`config.mk`:
```
export PLATFORM = sky130hd
export DESIGN_NAME = johnson_seq_ctrl
export DESIGN_NICKNAME = d
export VERILOG_FILES = /design/src/rtl/johnson_pkg.sv /design/src/rtl/johnson_core.sv /design/src/rtl/johnson_seq_ctrl.sv
export SDC_FILE = /design/constraint.sdc
export NUM_CORES = 1
export LEC_CHECK = 0
export ABC_AREA = 1
export CAP_MARGIN = 20
export CORE_UTILIZATION = 35
export DETAILED_ROUTE_END_ITERATION = 12
export GPL_ROUTABILITY_DRIVEN = 0
export MAX_ROUTING_LAYER = met4
export PLACE_DENSITY = 0.62
export SLEW_MARGIN = 10
export SYNTH_ARGS = -nofsm -noshare
export SYNTH_HDL_FRONTEND = slang
export SYNTH_SLANG_ARGS = --single-unit
```
`constraint.sdc`:
```
create_clock -name c -period 2.6 [get_ports c]
set_input_delay 0.39 -clock c [delete_from_list [all_inputs] [get_ports c]]
set_output_delay 0.39 -clock c [all_outputs]
set_load 0.01 [all_outputs]
```
`src/rtl/johnson_pkg.sv`:
```
// ---------------------------------------------------------------------------
// johnson_pkg
// Shared types and constants for the Johnson sequence controller.
//   state_t  : controller FSM encoding
//   DIR_FWD  : forward shift direction
//   DIR_REV  : reverse shift direction
// ---------------------------------------------------------------------------
package johnson_pkg;

    typedef enum logic [1:0] {
        ST_IDLE  = 2'd0,
        ST_RUN   = 2'd1,
        ST_PAUSE = 2'd2,
        ST_DONE  = 2'd3
    } state_t;

    localparam logic DIR_FWD = 1'b0;
    localparam logic DIR_REV = 1'b1;

endpackage

```
`src/rtl/johnson_core.sv`:
```
// ---------------------------------------------------------------------------
// johnson_core
// N-bit Johnson shift register with legality check and one-hot phase decode.
// An illegal register value is replaced by all-zero on the next edge,
// whatever the enable says.
//
// Ports
//   c        in   clock, rising edge
//   r        in   asynchronous active-low reset
//   en       in   shift one position on this edge
//   dir      in   shift direction (DIR_FWD / DIR_REV)
//   q        out  register value
//   phase    out  one-hot position, all zero while q is illegal
//   illegal  out  q is not one of the 2N Johnson states
// ---------------------------------------------------------------------------
module johnson_core
    import johnson_pkg::*;
#(
    parameter int N = 4
) (
    input  logic           c,
    input  logic           r,
    input  logic           en,
    input  logic           dir,
    output logic [N-1:0]   q,
    output logic [2*N-1:0] phase,
    output logic           illegal
);

    localparam int IDX_W = $clog2(2 * N);

    logic [N-1:0]     q_reg;
    logic [IDX_W-1:0] ones;
    logic [IDX_W-1:0] edges;
    logic [IDX_W-1:0] idx;

    assign q = q_reg;

    always_ff @(posedge c or negedge r) begin
        if (!r) begin
            q_reg <= '0;
        end else if (illegal) begin
            q_reg <= '0;
        end else if (en) begin
            if (dir == DIR_REV) begin
                q_reg <= {~q_reg[0], q_reg[N-1:1]};
            end else begin
                q_reg <= {q_reg[N-2:0], ~q_reg[N-1]};
            end
        end
    end

    // A legal Johnson word has at most one 0/1 boundary between adjacent
    // bits; exactly 2N such words exist, matching the sequence length.
    always_comb begin
        ones  = '0;
        edges = '0;
        for (int i = 0; i < N; i++) begin
            ones = ones + IDX_W'(q_reg[i]);
        end
        for (int i = 0; i < N - 1; i++) begin
            edges = edges + IDX_W'(q_reg[i] ^ q_reg[i+1]);
        end
    end

    assign illegal = (edges > IDX_W'(1));

    // Upper half of the cycle counts down from 2N; the subtraction is done
    // modulo 2^IDX_W, which is exact because the result is below 2N.
    always_comb begin
        if (q_reg[N-1]) begin
            idx = IDX_W'(2 * N) - ones;
        end else begin
            idx = ones;
        end
    end

    always_comb begin
        phase = '0;
        if (!illegal) begin
            phase[idx] = 1'b1;
        end
    end

endmodule

```
`src/rtl/johnson_seq_ctrl.sv`:
```
// ---------------------------------------------------------------------------
// johnson_seq_ctrl
// Runs a Johnson register forward or backward for a requested number of
// steps, with pause (hold), abort and single-cycle completion/error pulses.
//
// State table
//   state    | meaning
//   ST_IDLE  | waiting for start; steps/dir sampled here
//   ST_RUN   | shifting once per cycle while hold is low
//   ST_PAUSE | run suspended by hold, position and count kept
//   ST_DONE  | one-cycle completion, done high
//
// Ports
//   c      in   clock, rising edge
//   r      in   asynchronous active-low reset
//   start  in   request a run (IDLE only)
//   steps  in   shift count for the run, sampled with start
//   dir    in   0 forward, 1 reverse, sampled with start
//   hold   in   pause shifting while high
//   abort  in   end the run without done, q kept
//   q      out  Johnson register value
//   phase  out  one-hot decode of the position in the sequence
//   busy   out  high in RUN or PAUSE
//   done   out  one-cycle pulse on normal completion
//   err    out  one-cycle pulse when an illegal q was recovered
// ---------------------------------------------------------------------------
module johnson_seq_ctrl
    import johnson_pkg::*;
#(
    parameter int N      = 4,
    parameter int STEP_W = 8
) (
    input  logic              c,
    input  logic              r,
    input  logic              start,
    input  logic [STEP_W-1:0] steps,
    input  logic              dir,
    input  logic              hold,
    input  logic              abort,
    output logic [N-1:0]      q,
    output logic [2*N-1:0]    phase,
    output logic              busy,
    output logic              done,
    output logic              err
);

    state_t            state;
    logic [STEP_W-1:0] remaining;
    logic              dir_r;
    logic              core_en;
    logic              illegal;

    // Abort and hold both suppress the shift on the edge they are seen.
    assign core_en = (state == ST_RUN) && !hold && !abort;

    johnson_core #(
        .N (N)
    ) u_core (
        .c       (c),
        .r       (r),
        .en      (core_en),
        .dir     (dir_r),
        .q       (q),
        .phase   (phase),
        .illegal (illegal)
    );

    always_ff @(posedge c or negedge r) begin
        if (!r) begin
            err <= 1'b0;
        end else begin
            err <= illegal;
        end
    end

    always_ff @(posedge c or negedge r) begin
        if (!r) begin
            state     <= ST_IDLE;
            remaining <= '0;
            dir_r     <= DIR_FWD;
            busy      <= 1'b0;
            done      <= 1'b0;
        end else begin
            done <= 1'b0;
            case (state)
                ST_IDLE: begin
                    if (start) begin
                        if (steps != '0) begin
                            remaining <= steps;
                            dir_r     <= dir;
                            busy      <= 1'b1;
                            state     <= ST_RUN;
                        end else begin
                            done  <= 1'b1;
                            state <= ST_DONE;
                        end
                    end
                end
                ST_RUN: begin
                    if (abort) begin
                        remaining <= '0;
                        busy      <= 1'b0;
                        state     <= ST_IDLE;
                    end else if (hold) begin
                        state <= ST_PAUSE;
                    end else begin
                        remaining <= remaining - STEP_W'(1);
                        // The last shift and the move to DONE share an edge.
                        if (remaining <= STEP_W'(1)) begin
                            busy  <= 1'b0;
                            done  <= 1'b1;
                            state <= ST_DONE;
                        end
                    end
                end
                ST_PAUSE: begin
                    if (abort) begin
                        remaining <= '0;
                        busy      <= 1'b0;
                        state     <= ST_IDLE;
                    end else if (!hold) begin
                        state <= ST_RUN;
                    end
                end
                ST_DONE: begin
                    state <= ST_IDLE;
                end
                default: begin
                    busy  <= 1'b0;
                    state <= ST_IDLE;
                end
            endcase
        end
    end

endmodule

```
==> flow_summary.html <==
<table>
<tr><th>Metric</th><th>Value</th></tr>
<tr><th colspan="2">Worst setup path</th></tr>
<tr><td>Worst EP required</td><td>2.21 ns</td></tr>
<tr><td>CP max FO</td><td>2</td></tr>
<tr><td>Crit start category</td><td>flip-flop</td></tr>
<tr><td>Category of the worst setup path capture point</td><td>output port</td></tr>
<tr><td>Critical path arrival</td><td>about 2.3 ns</td></tr>
<tr><td>Category of the most critical setup path</td><td>flip-flop to output port</td></tr>
<tr><th colspan="2">Synth</th></tr>
<tr><td>Number of warnings reported in the yosys synthesis log</td><td>0</td></tr>
<tr><td>Area of the mapped netlist</td><td>approximately 0.0014 mm^2</td></tr>
<tr><td>Synthesized flop and latch total</td><td>18</td></tr>
<tr><td>Avg Synthesized Cell Area</td><td>around 6.8 um^2</td></tr>
<tr><td>Unique cell type count in the Yosys netlist</td><td>26</td></tr>
<tr><td>Cells after synthesis</td><td>205</td></tr>
<tr><td>Post-synthesis net count</td><td>approximately 230</td></tr>
<tr><td>Seq/Total Area, Yosys</td><td>32.3%</td></tr>
<tr><th colspan="2">Timing</th></tr>
<tr><td>Fin. max-slew vios</td><td>0</td></tr>
<tr><td>Clock period minus worst slack</td><td>~2.7 ns</td></tr>
<tr><td>Final worst path period share</td><td>104%</td></tr>
<tr><td>Actual slew at the worst max-slew pin</td><td>between 0.2 and 0.3 ns</td></tr>
<tr><td>Worst-case hold slack</td><td>around 0.46 ns</td></tr>
<tr><td>FMAX</td><td>roughly 370 MHz</td></tr>
<tr><td>Number of hold violations in the final report</td><td>0</td></tr>
<tr><td>Worst-case setup margin in the final layout</td><td>-0.102 ns</td></tr>
<tr><td>Maximum clock skew at final layout</td><td>~0.0019 ns</td></tr>
<tr><td>Setup repair after global routing missed its margin</td><td>true</td></tr>
<tr><td>Count of endpoints failing setup in the final report</td><td>8</td></tr>
<tr><td>Relative slew slack</td><td>81.4%</td></tr>
<tr><th colspan="2">Placement</th></tr>
<tr><td>Buffers added on ports</td><td>28</td></tr>
<tr><td>Placement Cell Area</td><td>0.00182 mm^2</td></tr>
<tr><td>Placement-stage worst setup slack</td><td>-0.403 ns</td></tr>
<tr><td>Number of cells in the design after placement</td><td>about 290</td></tr>
<tr><td>Half-perimeter wire length of the detailed placement result</td><td>about 2500 um</td></tr>
<tr><th colspan="2">Run</th></tr>
<tr><td>Max-capacitance violation count</td><td>0</td></tr>
<tr><th colspan="2">Pwr</th></tr>
<tr><td>Areal power density over the cells</td><td>1310 mW/mm^2</td></tr>
<tr><td>Leak</td><td>between 0.9 and 1 nW</td></tr>
<tr><td>Maximum vdd drop</td><td>about 570 uV</td></tr>
<tr><th colspan="2">Global routing</th></tr>
<tr><td>Met2 routing resource usage after global routing</td><td>28.2%</td></tr>
<tr><td>Global routing usage summed across all routing layers</td><td>17.2%</td></tr>
<tr><td>Met3 Usage GRT</td><td>roughly 1.6%</td></tr>
<tr><td>Highest-utilization routing layer at the global route stage</td><td>met2</td></tr>
<tr><td>Wire length of the first global-routing pass</td><td>5460 um</td></tr>
<tr><td>GR met1 Demand/Resource</td><td>between 20% and 30%</td></tr>
<tr><td>Number of global-route vias before repair</td><td>roughly 1300</td></tr>
<tr><td>GR Overflow Total</td><td>0</td></tr>
<tr><td>Maximum number of pins on one net before global-route repair</td><td>19</td></tr>
<tr><td>Initial antenna violation count</td><td>0</td></tr>
<tr><th colspan="2">CTS</th></tr>
<tr><td>Maximum level of the CTS H-tree</td><td>1</td></tr>
<tr><td>Maximum buffer depth of the clock tree</td><td>2</td></tr>
<tr><td>Root cell of the clock tree</td><td>sky130_fd_sc_hd__clkbuf_8</td></tr>
<tr><td>Clock buffers created by TritonCTS</td><td>3</td></tr>
<tr><td>Clock Latency Late Sink</td><td>0.26 ns</td></tr>
<tr><td>Reg clk slew, reported paths</td><td>~0.07 ns</td></tr>
<tr><td>Sink Count</td><td>18</td></tr>
<tr><td>Clock tree from TritonCTS</td><td>yes</td></tr>
<tr><th colspan="2">Route</th></tr>
<tr><td>Total Wirelength</td><td>approximately 3300 um</td></tr>
<tr><td>Remaining routing DRC violations</td><td>0</td></tr>
<tr><td>Vias per cell</td><td>between 4 and 5</td></tr>
<tr><td>Number of design-rule violations left by the first detailed-router iteration</td><td>between 40 and 50</td></tr>
<tr><td>Routed length per placed instance</td><td>approximately 11 um</td></tr>
<tr><td>Vias</td><td>around 1400</td></tr>
<tr><td>Antenna viol nets, final</td><td>0</td></tr>
<tr><td>Drt first pass iters</td><td>4</td></tr>
<tr><th colspan="2">Outcome</th></tr>
<tr><td>Violations in the final reports</td><td>negative setup slack</td></tr>
<tr><td>Outcome</td><td>complete, but fails checks</td></tr>
<tr><th colspan="2">Floorplanning</th></tr>
<tr><td>Number of I/O pins</td><td>29</td></tr>
<tr><td>Number of rows created at floorplan</td><td>22</td></tr>
<tr><td>Vertical die dimension</td><td>65.2 um</td></tr>
<tr><td>Starting density of the core</td><td>between 30% and 40%</td></tr>
<tr><td>Std-Cell Core Area</td><td>~0.0037 mm^2</td></tr>
<tr><td>Full die area</td><td>around 0.0042 mm^2</td></tr>
<tr><td>Die Wd</td><td>around 65 um</td></tr>
<tr><th colspan="2">Layout</th></tr>
<tr><td>Final core area utilization</td><td>about half</td></tr>
<tr><td>Fraction of final layout cells sized beyond drive strength 1</td><td>21.6%</td></tr>
<tr><td>Final standard cell count with taps included and fillers excluded</td><td>slightly below 300</td></tr>
<tr><td>Post-route design area</td><td>between 0.0015 and 0.002 mm^2</td></tr>
<tr><td>Relative area change from synthesis to final layout</td><td>35.2%</td></tr>
<tr><td>Commonest non-fill, non-tap cell in the layout</td><td>sky130_fd_sc_hd__nand2_1</td></tr>
<tr><td>Diodes inserted</td><td>0</td></tr>
<tr><td>Net total in the final layout</td><td>about 280</td></tr>
<tr><td>Highest-count cells in the layout ignoring fill and taps</td><td>62 x sky130_fd_sc_hd__nand2_1, 26 x sky130_fd_sc_hd__nor2_1, 20 x sky130_fd_sc_hd__inv_1, 20 x sky130_fd_sc_hd__clkdlybuf4s50_1, 18 x sky130_fd_sc_hd__dfrtp_1</td></tr>
<tr><td>Number of flip-flops under the largest register name</td><td>8</td></tr>
<tr><th colspan="2">Hold path</th></tr>
<tr><td>Min-Delay Path Class</td><td>input port to async pin</td></tr>
</table>
==> worst paths after layout <==
| path | start | endpoint | slack [ns] | cells after the start |
|---|---|---|---|---|
| max | u_core.q[1] | phase[1] | -0.10 | 12 |
| min | r | remaining[4] | 0.46 | 2 |
| max reg2reg | u_core.q[0] | u_core.q[1] | 0.90 | 8 |
| min reg2reg | busy | busy | 0.49 | 2 |
| max in group asynchronous | r | state[1] | 1.94 | 2 |
| min in group c | busy | busy | 0.49 | 2 |
==> per-layer routing <==
layer | wire [um] | part of all wire [%] | vias up
met2 | 1580 | 48 | 25
met1 | 1620 | 49 | 646
met4 | 41 | 1.2 | 0
li1 | - | - | 739
met3 | 81 | 2.4 | 4
met5 | 0 | 0 | -
==> power breakdown <==
group          leakage, nW  total, mW  internal, mW  switching (mW)
Sequential           0.233      0.491         0.398          0.0930
Combinational        0.694       1.74         0.709            1.03
Clock               0.0288      0.237         0.135           0.103
Total                0.955       2.47          1.24            1.23
==> logic make-up after synthesis <==
group / after synthesis / synth area share (%)
adder cells (fa/ha/maj): 10 / 9.50
flip-flops: 18 / 32.3
AO/OA/AOI/OAI: 35 / 14.2
XOR/XNOR: 3 / 1.88
buffers and inverters: 30 / 8.42
AND/OR/NAND/NOR: 109 / 33.7
==> cells in the mapped netlist (all sizes together) <==
cell type / number / area share [%]
o211ai: 1 / 0.54
ha: 9 / 8.1
fa: 1 / 1.4
nand2: 67 / 19
nor3: 2 / 0.72
o21bai: 3 / 1.9
nand3: 9 / 3.9
o21ai: 18 / 6.7
dfrtp: 18 / 32
xor2: 3 / 1.9
inv: 29 / 7.8
nor2: 31 / 9.9
a21oi: 10 / 3.6
o31ai: 1 / 0.54
clkinv: 1 / 0.63
o22ai: 1 / 0.45
a22oi: 1 / 0.54
==> repair_timing <==
item	in CTS	in global routing
setup buffers	2	0
gates resized for setup	41	1
endpoints found under the hold margin	0	0
hold buffers	0	0
pin swaps	8	7
setup endpoints to repair	8	8
==> metrics by stage <==
stage / total power, mW / setup TNS [ns]
after floorplan: 1.60 / 0
after global placement: 2.21 / -2.68
after detailed placement: 2.22 / -2.92
after CTS: 2.46 / -0.803
after global routing: 2.72 / -1.69
final: 2.47 / -0.710
==> layout make-up <==
cell class	count	area [um^2]
inverters	30	118
clock buffers	4	55.1
fillers	413	1860
well taps	48	60.1
flip-flops and latches	18	450
repair buffers	41	338
multi-input cells	157	867
==> worst max-delay path, cell delays in order (launching register included) <==
cell and delay, ns:
sky130_fd_sc_hd__dfrtp_1 0.41, sky130_fd_sc_hd__ha_4 0.28, sky130_fd_sc_hd__inv_2 0.04, sky130_fd_sc_hd__fa_2 0.32
sky130_fd_sc_hd__inv_2 0.08, sky130_fd_sc_hd__ha_4 0.20, sky130_fd_sc_hd__inv_2 0.06, sky130_fd_sc_hd__nand2_2 0.06
sky130_fd_sc_hd__xor2_1 0.14, sky130_fd_sc_hd__o21ai_1 0.15, sky130_fd_sc_hd__nand2_1 0.09, sky130_fd_sc_hd__nor2_1 0.09
sky130_fd_sc_hd__buf_2 0.14
(Power assumes the default switching activity.)
